`src/rtl/decode_stage_p.sv`:
```
// decode_stage_p: RV32-subset decode stage (regfile, control decode, immediates, hazard interlock, branch shadow, ID/EX register).
// Define DECODE_WB_BYPASS_EN to forward the WB write port into operand reads instead of stalling on it.
module decode_stage_p #(
    parameter int XLEN      = 32,
    parameter int NREG      = 32,
    parameter int BR_SHADOW = 2
) (
    input  logic            clock,
    input  logic            reset,
    input  logic [31:0]     instruction,
    input  logic [XLEN-1:0] pc,
    input  logic            if_valid,
    input  logic            wb_we,
    input  logic [4:0]      wb_rd,
    input  logic [XLEN-1:0] wb_data,
    input  logic [4:0]      ex_rd,
    input  logic            ex_wr,
    input  logic [4:0]      mem_rd,
    input  logic            mem_wr,
    output logic            pc_load,
    output logic            if_id_load,
    output logic            illegal,
    output logic            id_ex_valid,
    output logic            mem_re_out,
    output logic            mem_we_out,
    output logic            reg_file_write_out,
    output logic            branch_out,
    output logic [1:0]      alu_op_out,
    output logic [1:0]      select_mux_1_out,
    output logic [1:0]      select_mux_2_out,
    output logic [1:0]      select_mux_4_out,
    output logic [XLEN-1:0] reg_a_out,
    output logic [XLEN-1:0] reg_b_out,
    output logic [XLEN-1:0] immediate_out,
    output logic [XLEN-1:0] pc_out,
    output logic [4:0]      rd_out,
    output logic [9:0]      funct_out
);
    localparam logic [0:0] IDLE   = 1'b0;
    localparam logic [0:0] SHADOW = 1'b1;
`ifdef DECODE_WB_BYPASS_EN
    localparam bit BYPASS = 1'b1;
`else
    localparam bit BYPASS = 1'b0;
`endif
    localparam logic [5:0] NR = 6'(NREG);
    localparam logic [2:0] SH = 3'(BR_SHADOW);

    // Sized for the full 5-bit index space; entries at or above NREG are never written and read as zero.
    logic [XLEN-1:0] rf [32];
    logic [0:0]      state;
    logic [2:0]      cnt;
    logic [6:0]      opcode;
    logic [4:0]      rs1, rs2, rd;
    logic            is_r, is_ld, is_st, is_br, use1, use2, bad, legal;
    logic            hz1, hz2, hazard, idle, issue;
    logic [XLEN-1:0] a, b, imm;

    assign opcode = instruction[6:0];
    assign rs1    = instruction[19:15];
    assign rs2    = instruction[24:20];
    assign rd     = instruction[11:7];
    assign is_r   = opcode == 7'b0110011;
    assign is_ld  = opcode == 7'b0000011;
    assign is_st  = opcode == 7'b0100011;
    assign is_br  = opcode == 7'b1100011;
    assign use1   = is_r || is_ld || is_st || is_br;
    assign use2   = is_r || is_st || is_br;
    assign bad    = (use1 && {1'b0, rs1} >= NR) || (use2 && {1'b0, rs2} >= NR)
                 || ((is_r || is_ld) && {1'b0, rd} >= NR);
    assign legal  = use1 && !bad;

    assign hz1 = use1 && rs1 != 5'd0 && ((rs1 == ex_rd && ex_wr) || (rs1 == mem_rd && mem_wr)
              || (!BYPASS && rs1 == wb_rd && wb_we));
    assign hz2 = use2 && rs2 != 5'd0 && ((rs2 == ex_rd && ex_wr) || (rs2 == mem_rd && mem_wr)
              || (!BYPASS && rs2 == wb_rd && wb_we));
    assign hazard = hz1 || hz2;
    assign idle   = state == IDLE;
    assign issue  = if_valid && !hazard && idle && legal;

    assign pc_load    = !reset && !hazard && idle;
    assign if_id_load = pc_load;

    assign a = (BYPASS && wb_we && wb_rd == rs1 && rs1 != 5'd0) ? wb_data : rf[rs1];
    assign b = (BYPASS && wb_we && wb_rd == rs2 && rs2 != 5'd0) ? wb_data : rf[rs2];

    assign imm = is_ld ? {{(XLEN-12){instruction[31]}}, instruction[31:20]}
               : is_st ? {{(XLEN-12){instruction[31]}}, instruction[31:25], instruction[11:7]}
               : is_br ? {{(XLEN-13){instruction[31]}}, instruction[31], instruction[7],
                          instruction[30:25], instruction[11:8], 1'b0}
               : '0;

    always_ff @(posedge clock) begin
        if (reset || !issue) begin
            id_ex_valid        <= 1'b0;
            mem_re_out         <= 1'b0;
            mem_we_out         <= 1'b0;
            reg_file_write_out <= 1'b0;
            branch_out         <= 1'b0;
            alu_op_out         <= 2'b00;
            select_mux_1_out   <= 2'b00;
            select_mux_2_out   <= 2'b00;
            select_mux_4_out   <= 2'b00;
            reg_a_out          <= '0;
            reg_b_out          <= '0;
            immediate_out      <= '0;
            pc_out             <= '0;
            rd_out             <= 5'd0;
            funct_out          <= 10'd0;
        end else begin
            id_ex_valid        <= 1'b1;
            mem_re_out         <= is_ld;
            mem_we_out         <= is_st;
            reg_file_write_out <= is_r || is_ld;
            branch_out         <= is_br;
            alu_op_out         <= is_r ? 2'b10 : is_ld ? 2'b01 : 2'b00;
            select_mux_1_out   <= {1'b0, is_ld || is_st};
            select_mux_2_out   <= {1'b0, is_r};
            select_mux_4_out   <= {1'b0, is_st};
            reg_a_out          <= a;
            reg_b_out          <= use2 ? b : '0;
            immediate_out      <= imm;
            pc_out             <= pc;
            rd_out             <= rd;
            funct_out          <= {instruction[31:25], instruction[14:12]};
        end
    end

    always_ff @(posedge clock) begin
        if (reset) begin
            state   <= IDLE;
            cnt     <= 3'd0;
            illegal <= 1'b0;
            for (int i = 0; i < 32; i++) rf[i] <= '0;
        end else begin
            if (issue && is_br) begin
                state <= SHADOW;
                cnt   <= SH;
            end else if (!idle) begin
                cnt <= cnt - 3'd1;
                if (cnt == 3'd1) state <= IDLE;
            end
            if (if_valid && idle && !legal) illegal <= 1'b1;
            if (wb_we && wb_rd != 5'd0 && {1'b0, wb_rd} < NR) rf[wb_rd] <= wb_data;
        end
    end
endmodule
```
`config.mk`:
```
export PLATFORM = sky130hd
export DESIGN_NAME = decode_stage_p
export DESIGN_NICKNAME = d
export VERILOG_FILES = /design/src/rtl/decode_stage_p.sv
export SDC_FILE = /design/constraint.sdc
export NUM_CORES = 2
export LEC_CHECK = 0
export BUFFER_PORTS_ARGS = -buffer_cell sky130_fd_sc_hd__buf_2
export CORE_MARGIN = 1.5
export CORE_UTILIZATION = 40
export CTS_CLUSTER_SIZE = 16
export DETAILED_ROUTE_END_ITERATION = 8
export GPL_TIMING_DRIVEN = 0
export PLACE_DENSITY_LB_ADDON = 0.3
export SETUP_SLACK_MARGIN = 0.15
export SYNTH_ARGS = -nofsm -noshare
export SYNTH_HDL_FRONTEND = slang
export SYNTH_SLANG_ARGS = --single-unit
```
`constraint.sdc`:
```
create_clock -name clock -period 4.35 [get_ports clock]
set_input_delay 0.2175 -clock clock [delete_from_list [all_inputs] [get_ports clock]]
set_output_delay 0.2175 -clock clock [all_outputs]
set_load 0.02 [all_outputs]
```
# --- After elaboration in Yosys (flattened, before gate mapping) ---
# Memories as Yosys holds them, arrays and structs flattened. A register that Yosys moved wholly into a read port is not among the register bits.
# Cells that the tools add are included.
totals:
  reg_bits: 96
  mem_bits_rw: 1024
  wordCells: 97
  in_bits: 117
  memories: 1
  out_inout_bits: 159
mem_list:
  columns: ["memory", "words", "width", "read_ports", "rd_ports_with_merged_regs", "wr", "line", "text"]
  rows:
  - ["rf", 32, 32, 2, 2, 32, "50", "logic [XLEN-1:0] rf [32];"]
op_classes:
  reduce_logical: 43
  bitwise_logic: 2
  n_addsub: 1
  mux: 19
  n_eq_ne: 11
op_table:
  columns: ["cell", "n"]
  rows:
  - ["two-way mux 32 bit", 4]
  - ["OR reduction 32 bit", 1]
  - ["equality test 5 bit", 6]
  - ["logical AND 1 bit", 19]
  - ["nonzero test 5 bit", 3]
  - ["equality test 7 x 6 -> 1 bit (second input constant)", 2]
  - ["logical OR 1 bit", 12]
  - ["two-way mux 1 bit", 11]
  - ["equality test 7 x 2 -> 1 bit (second input constant)", 1]
  - ["equality test 7 bit (second input constant)", 1]
  - ["two-way mux 2 bit", 3]
  - ["OR reduction 2 bit", 3]
  - ["two-way mux 5 bit", 1]
  - ["logical NOT 1 bit", 4]
  - ["equality test 3 x 1 -> 1 bit (second input constant)", 1]
  - ["subtractor 3 x 1 -> 3 bit (second input constant)", 1]
  - ["inverter 1 bit", 2]
  - ["nonzero test 2 bit", 1]

# --- Logic depth before layout (Yosys ltp) ---
logic_depth:
  ltp_word: 14
  depth_mapped: 11
  ltp_nobuf: 6

# --- Worst setup path after synthesis ---
# OpenSTA, ideal clock, no wires.
synth_timing:
  path_type: "input to register"
  start: "input wb_rd[2]"
  end: "memory rf[28][0] (enable)"
  cell_stages: 6
  arrival_time_ns: 3.385
  path_slack_ns: 0.499
  required_ns: 3.884
  n_path_buf: 3
  setup_time_ns: 0.466
  cell_sequence: "buf_2 -> or3_1 -> clkbuf_1 -> nand4bb_1 -> buf_2 -> o21ai_0"
synth_rtl:
  columns: ["element", "line", "text"]
  rows:
  - ["start, declared", "14", "input logic [4:0] wb_rd,"]
  - ["end, declared", "50", null]

==> results.toml <==
[yosys]
synth_area_mm2 = 0.0586
synth-xor-area-share = 0.00493
synthMuxAreaShare = 0.248
ys.flop_type = "edfxtp_1"
synth_compound_area_frac = 0.0133
ys_warn_count = 0
synth_top_family_by_area = "multiplexers"
synth-simple-area-share = 0.126
synthTopCellsByCount = "1,024 x edfxtp_1, 992 x and2_1, 607 x mux4_2"
async_flop_share = 0
ys_seq_area_frac = 0.571
ys_ff_latch = 1161
yosysMostFrequentCell = "edfxtp_1"
synthCells = 3730
synth_area_leaders = "edfxtp_1 52%, mux4_2 23%, and2_1 11%"
postSynthAreaPerCell_um2 = 15.7
synth_cell_types = 52
yosys.area.top_type = "edfxtp_1"
synth_edf_count = 1024
synth_fa_ha_area_frac = 0.000427
yosysTopAreaCellShare = 0.524

[global_route]
grt_pass1_wl_mm = 300
track_usage = 0.300
grt_overflow = 0
grt_pass1_vias = 37600
antenna_found_initial = 15
grt_start_max_net_pins = 27

[timing]
fmax_mhz = 257
maxSlewHeadroom = -0.0200
slew_violations = 30
clock-skew-final_ns = 0.0226
finalSetupViolCount = 0
hold_viol_final = 0
fin_crit_sh = 0.894
worst_pin_slew_ns = 1.53
tns_ns = 0
timing.final.crit_period_ns = 3.89
rsz0062_at_grt = "false"

[die]
start_util = 0.403
die_x_um = 386
dieArea_mm2 = 0.149
ioPinCount = 276
die_y_um = 386
rows = 140
core_mm2 = 0.146

[clock_network]
cts_tree = "done"
htreeDepth = 4
cts.path.max_buffers = 3
root_buffer = "clkbuf_16"
cts_made_buffers = 132
clkTransAtPathRegs_ns = 0.06
clk_latency_ns = 0.78
cts.sinks = 1161

[placement]
port_buffers = 258
hpwl_mm = 167
globalplace.congestion = 1.03
dpl_cell_area_mm2 = 0.0637

[pwr]
p_sw_frac = 0.256
seqPwrFrac = 0.467
power_frac_comb = 0.124
power.density_mw_per_mm2 = 402
internal_power_w = 0.0206
switching_power_w = 0.00709
ir_worst_vdd_v = 0.000349
clkPwrFrac = 0.409
power_leakage_nw = 24.5

[route]
via_per_inst = 6.16
firstDrtPassIters = 7
via_count = 38900
drt_iter0_drc = 6412
ant_nets = 0
wire_per_inst_um = 35.7
wl_mm = 225
drc_errors = 0

[run_status]
status = "complete, but fails checks"
violations = "capacitance limit, slew limit"

[final_layout]
nNetsFinal = 4403
fillCellCount = 12400
drive_gt1_frac = 0.294
final_cell_area_mm2 = 0.0689
area_delta_synth_final_pct = 17.6

[worst_setup_path]
crit_type = "input pin to flop"
cp-end-kind = "flop"
cp_max_fo = 10
worstPathArrival_ns = 4.42
cp.required_ns = 4.88
start_kind = "input pin"

[worst_hold_path]
hold_path.class = "input pin to flop"

[flow_run]
max_cap_violations = 4
layout by cell type (no fill, tap or decap), types with 8 or more instances in the layout:
| cell | count |
|---|---|
| a211oi_1 | 16 |
| nand2_1 | 14 |
| edfxtp_1 | 1024 |
| o21ai_0 | 29 |
| nor2b_1 | 9 |
| mux2i_1 | 82 |
| buf_12 | 23 |
| dlygate4sd3_1 | 88 |
| clkbuf_1 | 271 |
| buf_4 | 63 |
| clkbuf_16 | 138 |
| inv_6 | 12 |
| buf_2 | 320 |
| a21oi_1 | 24 |
| clkbuf_8 | 9 |
| dfxtp_1 | 137 |
| buf_16 | 16 |
| nor4_1 | 11 |
| mux4_2 | 607 |
| xor2_1 | 26 |
| nor3_1 | 16 |
| clkinv_2 | 20 |
| inv_1 | 51 |
| clkbuf_2 | 8 |
| bufinv_16 | 10 |
| clkinv_1 | 21 |
| nand3_1 | 8 |
| diode_2 | 12 |
| buf_1 | 17 |
| and2_1 | 992 |
| buf_6 | 10 |
| conb_1 | 35 |
| o21ai_4 | 31 |
| nor2_1 | 167 |
logic make-up after synthesis:
kind of cell	count (synthesis)
mux	692
flops	1161
buf+inv	465
simple gates	1247
fa+ha+maj	2
other cells	1
compound gates	129
xor+xnor	33
layer usage:
metal	GRT usage	vias to the layer above	wire length, um
met3	0.0795	617	27200
li1	-	15200	-
met1	0.380	20000	79800
met2	0.455	3036	101000
met4	0.193	4	17400
met5	0.000650	-	31
registers in the layout, indices dropped and copies added, names as in the netlist:
| signal | cells |
|---|---|
| rf | 1024 |
| branch_out | 1 |
| rd_out | 5 |
| immediate_out | 13 |
| select_mux_4_out | 1 |
| cnt | 3 |
| reg_a_out | 32 |
| id_ex_valid | 1 |
| alu_op_out | 2 |
| funct_out | 10 |
| select_mux_1_out | 1 |
| pc_out | 32 |
| mem_re_out | 1 |
| reg_file_write_out | 1 |
| illegal | 1 |
| reg_b_out | 32 |
| state | 1 |
power by group through the flow:
stage	sequential, W	combinational (W)	clock [W]
after floorplan	0.0131	0.00184	0
after global placement	0.0132	0.00314	0
after detailed placement	0.0132	0.00329	0
after CTS	0.0129	0.00336	0.0113
after global routing	0.0130	0.00345	0.0117
final	0.0129	0.00344	0.0113
worst max-delay path, stage by stage:
cell	delay [ns]
dlygate4sd3_1	0.53
clkbuf_1	0.55
nor2b_1	0.22
nand3b_1	0.55
clkbuf_1	1.06
nor2_1	0.52
clkbuf_1	0.44
and2_1	0.29
layout make-up:
cell class	instances	area, um2	share of cell area
sequential	1161	33500	0.486
multi-input combinational	2138	23500	0.340
clock buffer	166	3650	0.0530
timing repair buffer	386	3090	0.0448
tap	1917	2400	0.0348
buffer	414	1970	0.0286
clock inverter	69	643	0.00933
inverter	51	191	0.00278
antenna	12	30.0	0.000436
final timing paths:
check / start / endpoint / slack [ns] / cells past startpoint
worst min-delay path: instruction[3] / cnt[1]$_SDFFE_PP0P_ / 0.19 / 5
worst max register to register: rf[22][5]$_SDFFCE_PN0P_ / reg_a_out[5]$_SDFF_PP0_ / 1.49 / 6
worst max-delay path: reset / rf[25][26]$_SDFFCE_PN0P_ / 0.46 / 8
worst min register to register: illegal$_SDFFE_PP0P_ / illegal$_SDFFE_PP0P_ / 0.47 / 2
repair_timing:
| action | 4_1_cts | 5_1_grt |
|---|---|---|
| buffers inserted | 0 | 0 |
| hold buffers | 88 | 0 |
| hold endpoints to repair | 100 | 0 |
| resized for setup | 0 | 0 |
stage by stage:
| stage | total power, W | setup slack [ns] | util | instances | hold slack, ns |
|---|---|---|---|---|---|
| 2_1_floorplan | 0.0149 | 0.499 | - | 3764 | 0.330 |
| 3_3_place_gp | 0.0164 | -3.51 | 0.429 | 5939 | 0.437 |
| 3_5_place_dp | 0.0165 | -0.217 | 0.437 | 5977 | 0.439 |
| 4_1_cts | 0.0276 | 0.590 | 0.473 | 6300 | 0.131 |
| 5_1_grt | 0.0282 | 0.479 | 0.473 | 6302 | 0.205 |
| 6_report | 0.0277 | 0.461 | 0.474 | 6314 | 0.190 |
(Power assumes the default switching activity.)
